File: src/rtl/pll_lock_supervisor_pkg.sv
// Shared types and default timing for the PLL lock supervisor.
// State encoding is visible on the state port, so it must stay fixed.
package pll_lock_supervisor_pkg;

  typedef enum logic [1:0] {
    PLL_RST   = 2'd0,
    WAIT_LOCK = 2'd1,
    SETTLE    = 2'd2,
    RUN       = 2'd3
  } sup_state_t;

  localparam int unsigned DEF_RST_CYCLES    = 16;
  localparam int unsigned DEF_LOCK_TIMEOUT  = 1000000;
  localparam int unsigned DEF_SETTLE_CYCLES = 1024;

  function automatic int unsigned max3(input int unsigned a, input int unsigned b,
                                       input int unsigned c);
    int unsigned m;
    m = (a > b) ? a : b;
    return (m > c) ? m : c;
  endfunction

endpackage

File: src/rtl/pll_lock_supervisor_sync.sv
// Two-flop synchronizer for a single asynchronous level, reset to 0.
module sync_2ff (
  input  logic clk,
  input  logic rst,
  input  logic d,
  output logic q
);

  logic meta;

  always_ff @(posedge clk or posedge rst) begin
    if (rst) begin
      meta <= 1'b0;
      q    <= 1'b0;
    end else begin
      meta <= d;
      q    <= meta;
    end
  end

endmodule

File: src/rtl/pll_lock_supervisor.sv
// Sequences PLL reset, waits for a stable lock, then releases the system reset.
// One down-counter, reloaded on every state entry, times all states.
module pll_lock_supervisor
  import pll_lock_supervisor_pkg::*;
#(
  parameter int unsigned RST_CYCLES    = DEF_RST_CYCLES,
  parameter int unsigned LOCK_TIMEOUT  = DEF_LOCK_TIMEOUT,
  parameter int unsigned SETTLE_CYCLES = DEF_SETTLE_CYCLES
) (
  input  logic       refclk,
  input  logic       rst,
  input  logic       locked,
  output logic       pll_rst,
  output logic       sys_rst,
  output logic [1:0] state,
  output logic [7:0] lock_loss_count,
  output logic       timeout_flag
);

  localparam int unsigned MAX_CYC = max3(RST_CYCLES, LOCK_TIMEOUT, SETTLE_CYCLES);
  localparam int          CW      = $clog2(MAX_CYC + 1);

  localparam logic [CW-1:0] LOAD_RST    = CW'(RST_CYCLES);
  localparam logic [CW-1:0] LOAD_LOCK   = CW'(LOCK_TIMEOUT);
  localparam logic [CW-1:0] LOAD_SETTLE = CW'(SETTLE_CYCLES);
  localparam logic [CW-1:0] TERMINAL    = CW'(1);

  sup_state_t    st;
  logic [CW-1:0] cnt;
  logic          lock_s;

  sync_2ff u_lock_sync (
    .clk (refclk),
    .rst (rst),
    .d   (locked),
    .q   (lock_s)
  );

  assign state = st;

  // The counter holds the cycles left in the current state; the last one is
  // spent when it reads 1, so a load of N keeps the state for exactly N cycles.
  always_ff @(posedge refclk or posedge rst) begin
    if (rst) begin
      st              <= PLL_RST;
      cnt             <= LOAD_RST;
      pll_rst         <= 1'b1;
      sys_rst         <= 1'b1;
      lock_loss_count <= 8'd0;
      timeout_flag    <= 1'b0;
    end else begin
      case (st)
        PLL_RST: begin
          if (cnt == TERMINAL) begin
            st      <= WAIT_LOCK;
            cnt     <= LOAD_LOCK;
            pll_rst <= 1'b0;
          end else begin
            cnt <= cnt - 1'b1;
          end
        end
        WAIT_LOCK: begin
          if (cnt == TERMINAL) begin
            st           <= PLL_RST;
            cnt          <= LOAD_RST;
            pll_rst      <= 1'b1;
            timeout_flag <= 1'b1;
          end else if (lock_s) begin
            st  <= SETTLE;
            cnt <= LOAD_SETTLE;
          end else begin
            cnt <= cnt - 1'b1;
          end
        end
        SETTLE: begin
          // A dropout wins over a coinciding terminal count.
          if (!lock_s) begin
            st  <= WAIT_LOCK;
            cnt <= LOAD_LOCK;
          end else if (cnt == TERMINAL) begin
            st      <= RUN;
            sys_rst <= 1'b0;
          end else begin
            cnt <= cnt - 1'b1;
          end
        end
        RUN: begin
          if (!lock_s) begin
            st      <= PLL_RST;
            cnt     <= LOAD_RST;
            pll_rst <= 1'b1;
            sys_rst <= 1'b1;
            if (lock_loss_count != 8'hFF) lock_loss_count <= lock_loss_count + 8'd1;
          end
        end
        default: begin
          st      <= PLL_RST;
          cnt     <= LOAD_RST;
          pll_rst <= 1'b1;
          sys_rst <= 1'b1;
        end
      endcase
    end
  end

endmodule

File: config.mk
export PLATFORM = sky130hd
export DESIGN_NAME = pll_lock_supervisor
export DESIGN_NICKNAME = d
export VERILOG_FILES = /design/src/rtl/pll_lock_supervisor_pkg.sv /design/src/rtl/pll_lock_supervisor_sync.sv /design/src/rtl/pll_lock_supervisor.sv
export SDC_FILE = /design/constraint.sdc
export NUM_CORES = 1
export LEC_CHECK = 0
export ABC_CLOCK_PERIOD_IN_PS = 3680
export BUFFER_PORTS_ARGS = -buffer_cell sky130_fd_sc_hd__buf_2
export CORE_MARGIN = 4
export CORE_UTILIZATION = 60
export DETAILED_ROUTE_END_ITERATION = 7
export GPL_ROUTABILITY_DRIVEN = 0
export PLACE_DENSITY_LB_ADDON = 0.12
export SKIP_LAST_GASP = 1
export SLEW_MARGIN = 20
export SYNTH_ARGS = -nofsm -noshare
export SYNTH_HDL_FRONTEND = slang
export SYNTH_SLANG_ARGS = --single-unit
export TNS_END_PERCENT = 10
File: constraint.sdc
create_clock -name refclk -period 3.68 [get_ports refclk]
set_clock_uncertainty 0.15 [all_clocks]
set_input_delay 0.552 -clock refclk [delete_from_list [all_inputs] [get_ports refclk]]
set_output_delay 0.552 -clock refclk [all_outputs]
set_load 0.02 [all_outputs]
==> results.md, run 1 <==
- # H-tree levels: 2
- Post-Route WL: 5.49 mm
- Clk pwr share: 0.289
- R2r setup slk: 1.24 ns
- Biggest area consumer among synthesized cells: dfrtp_1
- Clock-pin slew on the worst setup and hold paths: 0.07 ns
- Cts repair resizes: 0
- Syn Inst Count: 240
- Nets in the synthesized netlist: 246
- Most frequent cell after synthesis: dfrtp_1
- Worst Setup EP: cnt[18]
- Hold Vio Cnt, Final: 0
- Overflow after GRT: 0
- Remaining DRCs: 0
- Switching share of power: 0.321
- Reg power frac: 0.518
- Worst hold slack: 0.215 ns
- Standard-cell rows: 21
- Avg Cell Area, Syn: 9.26 sq um
- Clock Latency Late Sink: 0.29 ns
- CTS tree: done
- Outcome: completed
- Wire per inst: 18.4 um
- Finished Layout Cells: 298
- CTS Buffer Depth: 2
- Largest cells by area after synthesis: dfrtp_1, o21ai_0, nand2_1
- Worst setup startpoint: cnt[0]
- 1st-pass router iterations: 4
- # IOs: 16
- Die Wd: 68.9 um
- Initial Utilization: 0.646
- Root Buffer: clkbuf_8
- Synth Cell Area: 2220 sq um
- Worst r2r src: cnt[0]
- Sequential-to-total area share from yosys stat: 0.396
- Startpoint types: flop
- Yosys reg bits: 35
- CORE AREA: 3440 sq um
- Critical path fanouts, max: 7
- Crit end category: flop
- Max-Cap Viols: 0
- Initial antenna violation count: 0
- Inserted Clock Buffers: 5
- Port-buffer cells: 15
- Worst endpoint required time: 3.70 ns
- Dominant synthesized flop cell: dfrtp_1
- ANT nets after route: 0
- Yosys Warn Count: 0
- Area of the multi-input gates: 1230 sq um
- Number of flops mapped to enable cells by yosys: 0
- Worst r2r dst: cnt[18]
- Ys async rst share: 1.00
- Largest net degree at the start of global routing: 36
- Fill count: 281
- Clk sinks: 35
- Post-layout minimum cycle time: 2.44 ns
- Area Overhead vs Synth: 6.48%
- Least-Margin Pin Slew: 0.893 ns
- Setup CP Type: flop to flop
- First-pass GRT wire length: 9.22 mm
- Setup bufs post-CTS: 0
- Drt via density: 6.64
- Period utilization: 0.664
- Placed cell count: 290
- Iter 0 DRT Violations: 234
- Worst Hold Class: flop to flop
- Slew Limit Fails: 0
- Synth cell count leaders: dfrtp_1, nand2_1, nor2_1
- Synth top area share: 0.360
- Via count: 1979
- Fmax: 409 MHz
- Static Leak: 0.937 nW
- Vias in the first global route: 1867
- Comb power frac: 0.194
- Slew HR: 0.405
- Final setup TNS: 0 ns
- Unrepaired setup endpoints after global routing: no
- PwrDens: 394 nW/um^2
- R2R depth: 7
- Int Pwr: 0.000632 W
- Height of the die: 68.9 um
- Die ar.: 4740 sq um
- Psw: 0.000299 W
- Peak supply drop: 0.429 mV
- Share of layout cells above drive strength 1: 0.167
- All-Layer GR Usage: 0.266
- Endpoints failing setup: 0
- Synth cell types: 59
- NumNets Final: 257
- HPWL Detailed: 3.82 mm
- FF/Latch Area: 880 sq um
- Final core utilization: 0.687
- Data arrival time of the worst path: 2.47 ns
- CTS Hold Bufs: 0
- # diodes: 0
==> metrics by stage <==
stage                     setup slack [ns]  instance area, sq um  total power (W)
after floorplan                       1.62                  2220         0.000630
after global placement                1.34                  2280         0.000654
after detailed placement              1.28                  2280         0.000664
after CTS                             1.27                  2370         0.000932
after global routing                  1.05                  2370         0.000990
final                                 1.24                  2370         0.000931
==> metal layers <==
layer / share of wire / wire (um) / vias up / track usage
met1: 0.44 / 2410 / 958 / 0.362
met2: 0.47 / 2590 / 81 / 0.414
li1: - / - / 929 / -
met3: 0.075 / 414 / 11 / 0.0632
met5: 0 / 0 / - / 0
met4: 0.014 / 78 / 0 / 0.0949
==> power groups by stage <==
| stage | registers (W) | logic [W] | clock network (W) |
|---|---|---|---|
| after detailed placement | 0.000486 | 0.000178 | 0 |
| after CTS | 0.000480 | 0.000180 | 0.000273 |
| after global placement | 0.000483 | 0.000171 | 0 |
| after floorplan | 0.000461 | 0.000169 | 0 |
| final | 0.000482 | 0.000180 | 0.000269 |
| after global routing | 0.000489 | 0.000203 | 0.000297 |
==> cell families after synthesis <==
family,count (synthesis),synth area share
multiplexers,1,0.00450
XOR/XNOR,9,0.0355
AND/OR/NAND/NOR,96,0.260
adder cells (fa/ha/maj),3,0.0169
flip-flops,35,0.396
buffers and inverters,22,0.0518
AO/OA/AOI/OAI,74,0.235
==> flip-flops by register name (all words and copies together) (netlist names) <==
name and count:
state 2, cnt 20, timeout_flag 1, lock_loss_count 8
u_lock_sync.q 1, sys_rst 1, pll_rst 1, u_lock_sync.meta 1
==> worst min path at each step <==
stage                startpoint               end  cells after the start
2_1_floorplan  u_lock_sync.meta     u_lock_sync.q                      0
3_3_place_gp   u_lock_sync.meta     u_lock_sync.q                      0
3_5_place_dp   u_lock_sync.meta     u_lock_sync.q                      0
4_1_cts        u_lock_sync.meta     u_lock_sync.q                      0
5_1_grt                  locked  u_lock_sync.meta                      1
6_report       u_lock_sync.meta     u_lock_sync.q                      0
==> critical path, cell delays in order, from the launching register on <==
cell and delay (ns):
dfrtp_1 0.44, inv_1 0.11, ha_1 0.21, nor3b_2 0.42
nand2_1 0.23, nor4_2 0.33, a21oi_1 0.12, a311o_1 0.33
==> cells in the final DEF (no fill, tap or decap), drive strengths merged, types with 2 or more instances in the layout <==
master,instances
nor2,21
o211ai,8
ha,3
nor3,9
and3,4
nor4,5
a221o,3
a21o,2
dfrtp,32
o311ai,2
o221ai,3
o21ai,18
a21oi,15
or3,8
nor4b,2
o21a,2
a211oi,3
a32o,2
nand2,23
a31oi,2
o41ai,2
nand3,6
xor2,5
or4,5
xnor2,4
and2,3
buf,16
inv,10
clkbuf,7
a31o,3
dfstp,3
nand4,4
==> area by class of cell <==
type | count | share of cell area
Multi-Input combinational cell | 183 | 0.519
Sequential cell | 35 | 0.372
Timing Repair Buffer | 16 | 0.0349
Clock buffer | 7 | 0.0323
Tap cell | 46 | 0.0243
Inverter | 10 | 0.0159
Clock inverter | 1 | 0.00212
Note: power is estimated with default switching activity, not from simulation.
==> inputs of run 2 (changes only) <==
--- a/config.mk
+++ b/config.mk
@@ -5,7 +5,7 @@
 export SDC_FILE = /design/constraint.sdc
 export NUM_CORES = 1
 export LEC_CHECK = 0
-export ABC_CLOCK_PERIOD_IN_PS = 3680
+export ABC_CLOCK_PERIOD_IN_PS = 2500
 export BUFFER_PORTS_ARGS = -buffer_cell sky130_fd_sc_hd__buf_2
 export CORE_MARGIN = 4
 export CORE_UTILIZATION = 60
==> constraint.sdc (replaced) <==
create_clock -name refclk -period 2.5 [get_ports refclk]
set_clock_uncertainty 0.15 [all_clocks]
set_input_delay 0.375 -clock refclk [delete_from_list [all_inputs] [get_ports refclk]]
set_output_delay 0.375 -clock refclk [all_outputs]
set_load 0.02 [all_outputs]
==> run 2 against run 1 <==
Effect of this change: global-route usage is 0.14 points higher; non-clock buffer count grew 9; maximum frequency rose by 4.3%; total power increased by 48%; hold slack got worse by 0.18 ns; sequential share of layout area decreased by 1.1 points; final area up 2.9%; critical path depth is the same; sequential power up 47%.
==> results.md, run 2 (synthesis gave the netlist of run 1 again) <==
- HPWL Detailed: 4.02 mm (+5.2%)
- 1st-pass router iterations: 6 (+2)
- CTS tree: done
- R2R depth: 7 (unchanged)
- CORE AREA: 3440 sq um (unchanged)
- Post-layout minimum cycle time: 2.34 ns (-0.101 ns)
- Initial Utilization: 0.646 (unchanged)
- Setup CP Type: flop to flop
- Max-Cap Viols: 0 (unchanged)
- Cts repair resizes: 0 (unchanged)
- Wire per inst: 18.5 um (+0.55%)
- Area Overhead vs Synth: 9.57%
- Overflow after GRT: 0 (unchanged)
- Final core utilization: 0.707 (+0.0200)
- Die ar.: 4740 sq um (unchanged)
- Fmax: 427 MHz (+4.3%)
- Most flops, register: cnt
- Outcome: completed
- Port-buffer cells: 15 (unchanged)
- Clock Latency Late Sink: 0.29 ns (about the same)
- Peak supply drop: 0.455 mV (+6.0%)
- Setup bufs post-CTS: 0 (unchanged)
- Inserted Clock Buffers: 5 (unchanged)
- CTS Buffer Depth: 2 (unchanged)
- Power, Total: 0.00137 W (+48%)
- Clock-pin slew on the worst setup and hold paths: 0.07 ns (about the same)
- Standard-cell rows: 21 (unchanged)
- Post-Route WL: 5.69 mm (+3.6%)
- All-Layer GR Usage: 0.268 (+0.00144)
- CTS Hold Bufs: 0 (unchanged)
- Slew Limit Fails: 0 (unchanged)
- Remaining DRCs: 0 (unchanged)
- Placed cell count: 299 (+3.1%)
- Hold Vio Cnt, Final: 0 (unchanged)
- Largest net degree at the start of global routing: 36 (unchanged)
- Startpoint types: flop
- Least-Margin Pin Slew: 0.679 ns (-0.214 ns)
- Endpoints failing setup: 0 (unchanged)
- # diodes: 0 (unchanged)
- Fill count: 285 (+1.4%)
- Worst Setup EP: cnt[13]
- Die Wd: 68.9 um (unchanged)
- # IOs: 16 (unchanged)
- Worst Hold Class: primary input to asynchronous set/reset pin
- Iter 0 DRT Violations: 207 (-12%)
- Max reg flops: 20 (unchanged)
- Most frequent cells in the layout: dfrtp_1, nand2_1, nor2_1, o21ai_0, buf_2
- Drt via density: 6.67 (+0.45%)
- Critical path fanouts, max: 7 (unchanged)
- Static Leak: 0.984 nW (+5.0%)
- Crit end category: flop
- R2r setup slk: 0.16 ns (-1.08 ns)
- Most common cell after layout, fill and taps aside: dfrtp_1
- Finished Layout Cells: 307 (+3.0%)
- Worst r2r dst: cnt[13]
- Worst setup startpoint: cnt[1]
- Via count: 2048 (+3.5%)
- Vias in the first global route: 1871 (+0.21%)
- Height of the die: 68.9 um (unchanged)
- ANT nets after route: 0 (unchanged)
- Worst endpoint required time: 2.56 ns (-1.14 ns)
- Data arrival time of the worst path: 2.41 ns (-0.06 ns)
- First-pass GRT wire length: 9.27 mm (+0.52%)
- Period utilization: 0.937 (+0.273)
- Worst r2r src: cnt[1]
- NumNets Final: 266 (+3.5%)
- Share of layout cells above drive strength 1: 0.199 (+0.0326)
- Slew HR: 0.546 (+0.141)
- Initial antenna violation count: 0 (unchanged)
- # H-tree levels: 2 (unchanged)
- PwrDens: 564 nW/um^2 (+43%)
- Clk sinks: 35 (unchanged)
- Root Buffer: clkbuf_8
-- run 2: report_power, final --
| group | internal, W | leakage, nW | switching [W] | total, W |
|---|---|---|---|---|
| logic | 0.000131 | 0.551 | 0.000143 | 0.000274 |
| registers | 0.000616 | 0.391 | 0.0000915 | 0.000707 |
| clock network | 0.000195 | 0.0422 | 0.000197 | 0.000393 |
-- run 2: critical path, cell delays in order (launching register included) --
cell,delay [ns]
dfrtp_1,0.41
inv_1,0.09
ha_1,0.13
nor4b_1,0.35
nand4_1,0.28
o211ai_1,0.51
o21ai_0,0.20
a21oi_2,0.14
-- run 2: layout make-up --
class | instances | area [sq um] | area share
flip-flops and latches | 35 | 880 | 0.361
inverters | 10 | 37.5 | 0.0154
repair buffers | 25 | 150 | 0.0617
well taps | 46 | 57.6 | 0.0236
clock inverters | 1 | 5.00 | 0.00206
multi-input cells | 183 | 1230 | 0.505
clock buffers | 7 | 76.3 | 0.0313
-- run 2: worst min path at each step --
stage / start / cells after the start / endpoint / slack (ns)
global route: locked / 1 / u_lock_sync.meta / 0.05
global placement: u_lock_sync.meta / 0 / u_lock_sync.q / 0.19
CTS: rst / 3 / cnt[10] / 0.05
finish: rst / 3 / lock_loss_count[6] / 0.03
floorplan: u_lock_sync.meta / 0 / u_lock_sync.q / 0.18
detailed placement: u_lock_sync.meta / 0 / u_lock_sync.q / 0.20
-- run 2: metal layers --
metal,part of all wire,track usage,up-vias,routed length [um]
li1,-,-,947,-
met1,0.44,0.369,971,2490
met2,0.47,0.419,110,2660
met3,0.072,0.0519,20,410
met4,0.023,0.0949,0,132
met5,0,0,-,0
-- run 2: stage by stage --
step	hold WS, ns	TNS, ns	setup slack, ns	cell area, sq um
2_1_floorplan	0.181	0	0.445	2220
6_report	0.0328	0	0.158	2430
4_1_cts	0.0455	0	0.192	2430
5_1_grt	0.0454	-0.00530	-0.00530	2430
3_5_place_dp	0.196	0	0.216	2350
3_3_place_gp	0.191	0	0.270	2350
==> inputs of run 3 (changes only) <==
--- a/config.mk
+++ b/config.mk
@@ -5,13 +5,14 @@
 export SDC_FILE = /design/constraint.sdc
 export NUM_CORES = 1
 export LEC_CHECK = 0
-export ABC_CLOCK_PERIOD_IN_PS = 2500
+export ABC_CLOCK_PERIOD_IN_PS = 1900
 export BUFFER_PORTS_ARGS = -buffer_cell sky130_fd_sc_hd__buf_2
 export CORE_MARGIN = 4
-export CORE_UTILIZATION = 60
+export CORE_UTILIZATION = 54
 export DETAILED_ROUTE_END_ITERATION = 7
 export GPL_ROUTABILITY_DRIVEN = 0
 export PLACE_DENSITY_LB_ADDON = 0.12
+export SETUP_SLACK_MARGIN = 0.5
 export SKIP_LAST_GASP = 1
 export SLEW_MARGIN = 20
 export SYNTH_ARGS = -nofsm -noshare
==> constraint.sdc (replaced) <==
create_clock -name refclk -period 1.9 [get_ports refclk]
set_clock_uncertainty 0.15 [all_clocks]
set_input_delay 0.285 -clock refclk [delete_from_list [all_inputs] [get_ports refclk]]
set_output_delay 0.285 -clock refclk [all_outputs]
set_load 0.02 [all_outputs]
==> run 3 against run 2 <==
Effect of this change: die area grew 9.8%; global-route usage grew 0.99 points; combinational power grew to 2.6 times the previous value; largest cell class unchanged; sequential power grew 29%; maximum frequency grew 9.3%; final area grew 25%; critical path type unchanged; the flow now finishes with violations (setup timing).
==> results.md, run 3 (synthesis gave the netlist of run 1 again) <==
- Outcome: complete, but fails checks
- Violated checks: setup timing
- Overflow after GRT: 0 (unchanged)
- Most flops, register: cnt
- First-pass GRT wire length: 11.2 mm (+20%)
- NumNets Final: 324 (+22%)
- Startpoint types: flop
- Drt via density: 6.05 (-9.3%)
- Endpoints failing setup: 25 (+25)
- # IOs: 16 (unchanged)
- Worst r2r src: cnt[1]
- Int Pwr: 0.00145 W (+54%)
- Post-Route WL: 6.64 mm (+17%)
- Unrepaired setup endpoints after global routing: yes
- Clk pwr share: 0.262 (-0.024)
- Worst endpoint required time: 1.93 ns (-0.63 ns)
- Crit-path max cell delay: 0.60 ns (+0.09 ns)
- Static Leak: 1.28 nW (+30%)
- Port-buffer cells: 15 (unchanged)
- Height of the die: 72.2 um (+4.8%)
- Critical path fanouts, max: 6 (-1)
- Final setup TNS: -4.49 ns (-4.49 ns)
- Die ar.: 5210 sq um (+9.8%)
- Psw: 0.000746 W (+73%)
- Clock Latency Late Sink: 0.30 ns (about the same)
- Period utilization: 1.13 (+0.191)
- Standard-cell rows: 23 (+9.5%)
- Start point of the worst hold path: u_lock_sync.meta
- Hold path depth: 0
- Peak supply drop: 0.587 mV (+29%)
- Slew Limit Fails: 0 (unchanged)
- R2R depth: 5 (-2)
- Hold Vio Cnt, Final: 0 (unchanged)
- Slowest library cell on the worst path: or4_4
- Root Buffer: clkbuf_8
- GRT met2 Usage: 0.455 (+0.0360)
- Setup CP Type: flop to flop
- Die Wd: 72.2 um (+4.8%)
- Clock-pin slew on the worst setup and hold paths: 0.08 ns (about the same)
- Max reg flops: 20 (unchanged)
- Largest net degree at the start of global routing: 21 (-42%)
- Most frequent cells in the layout: buf_4, dfrtp_1, nand2_1, nor2_1, o21ai_0
- HPWL Detailed: 4.69 mm (+17%)
- Area Overhead vs Synth: 36.4%
- Critical path's top delay family: simple AND/OR/NAND/NOR gates
- PwrDens: 725 nW/um^2 (+29%)
- Worst Hold Class: flop to flop
- Worst r2r dst: cnt[9]
- Slew HR: 0.616 (+0.0704)
- Post-layout minimum cycle time: 2.14 ns (-0.199 ns)
- Met1 Use GR: 0.363 (-0.00675)
- WHS Endpoint: u_lock_sync.q
- Comb power frac: 0.322 (+0.123)
- GRT busiest layer: met2
- Inserted Clock Buffers: 5 (unchanged)
- Clk sinks: 35 (unchanged)
- 1st-pass router iterations: 5 (-1)
- Share of layout cells above drive strength 1: 0.398 (+0.199)
- All-Layer GR Usage: 0.278 (+0.00992)
- Fill count: 289 (+1.4%)
- CTS tree: done
- Data arrival time of the worst path: 2.17 ns (-0.24 ns)
- Wire per inst: 18.0 um (-2.8%)
- Via count: 2233 (+9.0%)
- Met3 Use GR: 0.0554 (+0.00354)
- Least-Margin Pin Slew: 0.574 ns (-0.105 ns)
- Remaining DRCs: 0 (unchanged)
- # H-tree levels: 2 (unchanged)
- Final core utilization: 0.758 (+0.0505)
- R2r setup slk: -0.24 ns (-0.40 ns)
- Max-Cap Viols: 0 (unchanged)
- Initial antenna violation count: 0 (unchanged)
- Vias in the first global route: 2222 (+19%)
- Iter 0 DRT Violations: 205 (-0.97%)
- Fin area: 3030 sq um (+25%)
- CTS Buffer Depth: 2 (unchanged)
- Most common cell after layout, fill and taps aside: buf_4
- Initial Utilization: 0.556 (-0.0901)
- Fmax: 467 MHz (+9.3%)
- CP Cell Sequence: buf_4, or4_4, nor3_2, o31ai_1, a221o_1
- CORE AREA: 4000 sq um (+16%)
- ANT nets after route: 0 (unchanged)
- Buffers and inverters on the worst path: 1 (unchanged)
- # diodes: 0 (unchanged)
- Dpl ws: -0.244 ns (-0.460 ns)
- Fin worst setup slack: -0.243 ns (-0.401 ns)
- Crit end category: flop
- Switching share of power: 0.339 (+0.0248)
- Reg power frac: 0.416 (-0.099)
- DP Area: 2770 sq um (+18%)
[run 3: cell type report]
| class | instances | area [sq um] | area share |
|---|---|---|---|
| well taps | 50 | 62.6 | 0.0206 |
| inverters | 10 | 37.5 | 0.0124 |
| flip-flops and latches | 35 | 881 | 0.291 |
| clock buffers | 5 | 68.8 | 0.0227 |
| repair buffers | 83 | 627 | 0.207 |
| multi-input cells | 183 | 1330 | 0.439 |
| clock inverters | 3 | 23.8 | 0.00784 |
[run 3: per-layer routing]
metal	routed length (um)	share of wire
met5	0	0
met4	165	0.025
met3	405	0.061
met2	3200	0.48
met1	2870	0.43
[run 3: repair_timing]
action / CTS / global route
hold buffers: 2 / 0
resized for setup: 15 / 8
hold endpoints to repair: 33 / 0
setup buffers: 6 / 1
endpoints found under the setup margin: 36 / 38
pin swaps: 11 / 1
[run 3: worst register-to-register path: stages, from the launching register on]
cell and delay (ns):
dfrtp_1 0.42, buf_4 0.15, or4_4 0.61, nor3_2 0.25, o31ai_1 0.11, a221o_1 0.34
[run 3: power by group through the flow]
stage	logic, W	registers, W	clock network, W
2_1_floorplan	0.000345	0.000896	0
3_3_place_gp	0.000563	0.000900	0
3_5_place_dp	0.000580	0.000906	0
4_1_cts	0.000648	0.000906	0.000580
5_1_grt	0.000771	0.000922	0.000619
6_report	0.000709	0.000915	0.000575
[run 3: worst max-delay path by stage]
stage	cells past startpoint	start	slack, ns	endpoint
3_5_place_dp	8	cnt[1]	-0.24	cnt[18]
6_report	5	cnt[1]	-0.24	cnt[9]
4_1_cts	5	cnt[4]	-0.18	cnt[13]
5_1_grt	8	cnt[1]	-0.31	cnt[9]
3_3_place_gp	5	cnt[0]	-0.20	cnt[9]
2_1_floorplan	6	cnt[5]	-0.13	cnt[0]
[run 3: through the flow]
| stage | std cells | power [W] | hold WS, ns |
|---|---|---|---|
| finish | 369 | 0.00220 | 0.205 |
| CTS | 368 | 0.00213 | 0.207 |
| detailed placement | 352 | 0.00149 | 0.173 |
| global route | 369 | 0.00231 | 0.220 |
| global placement | 352 | 0.00146 | 0.172 |
| floorplan | 240 | 0.00124 | 0.166 |
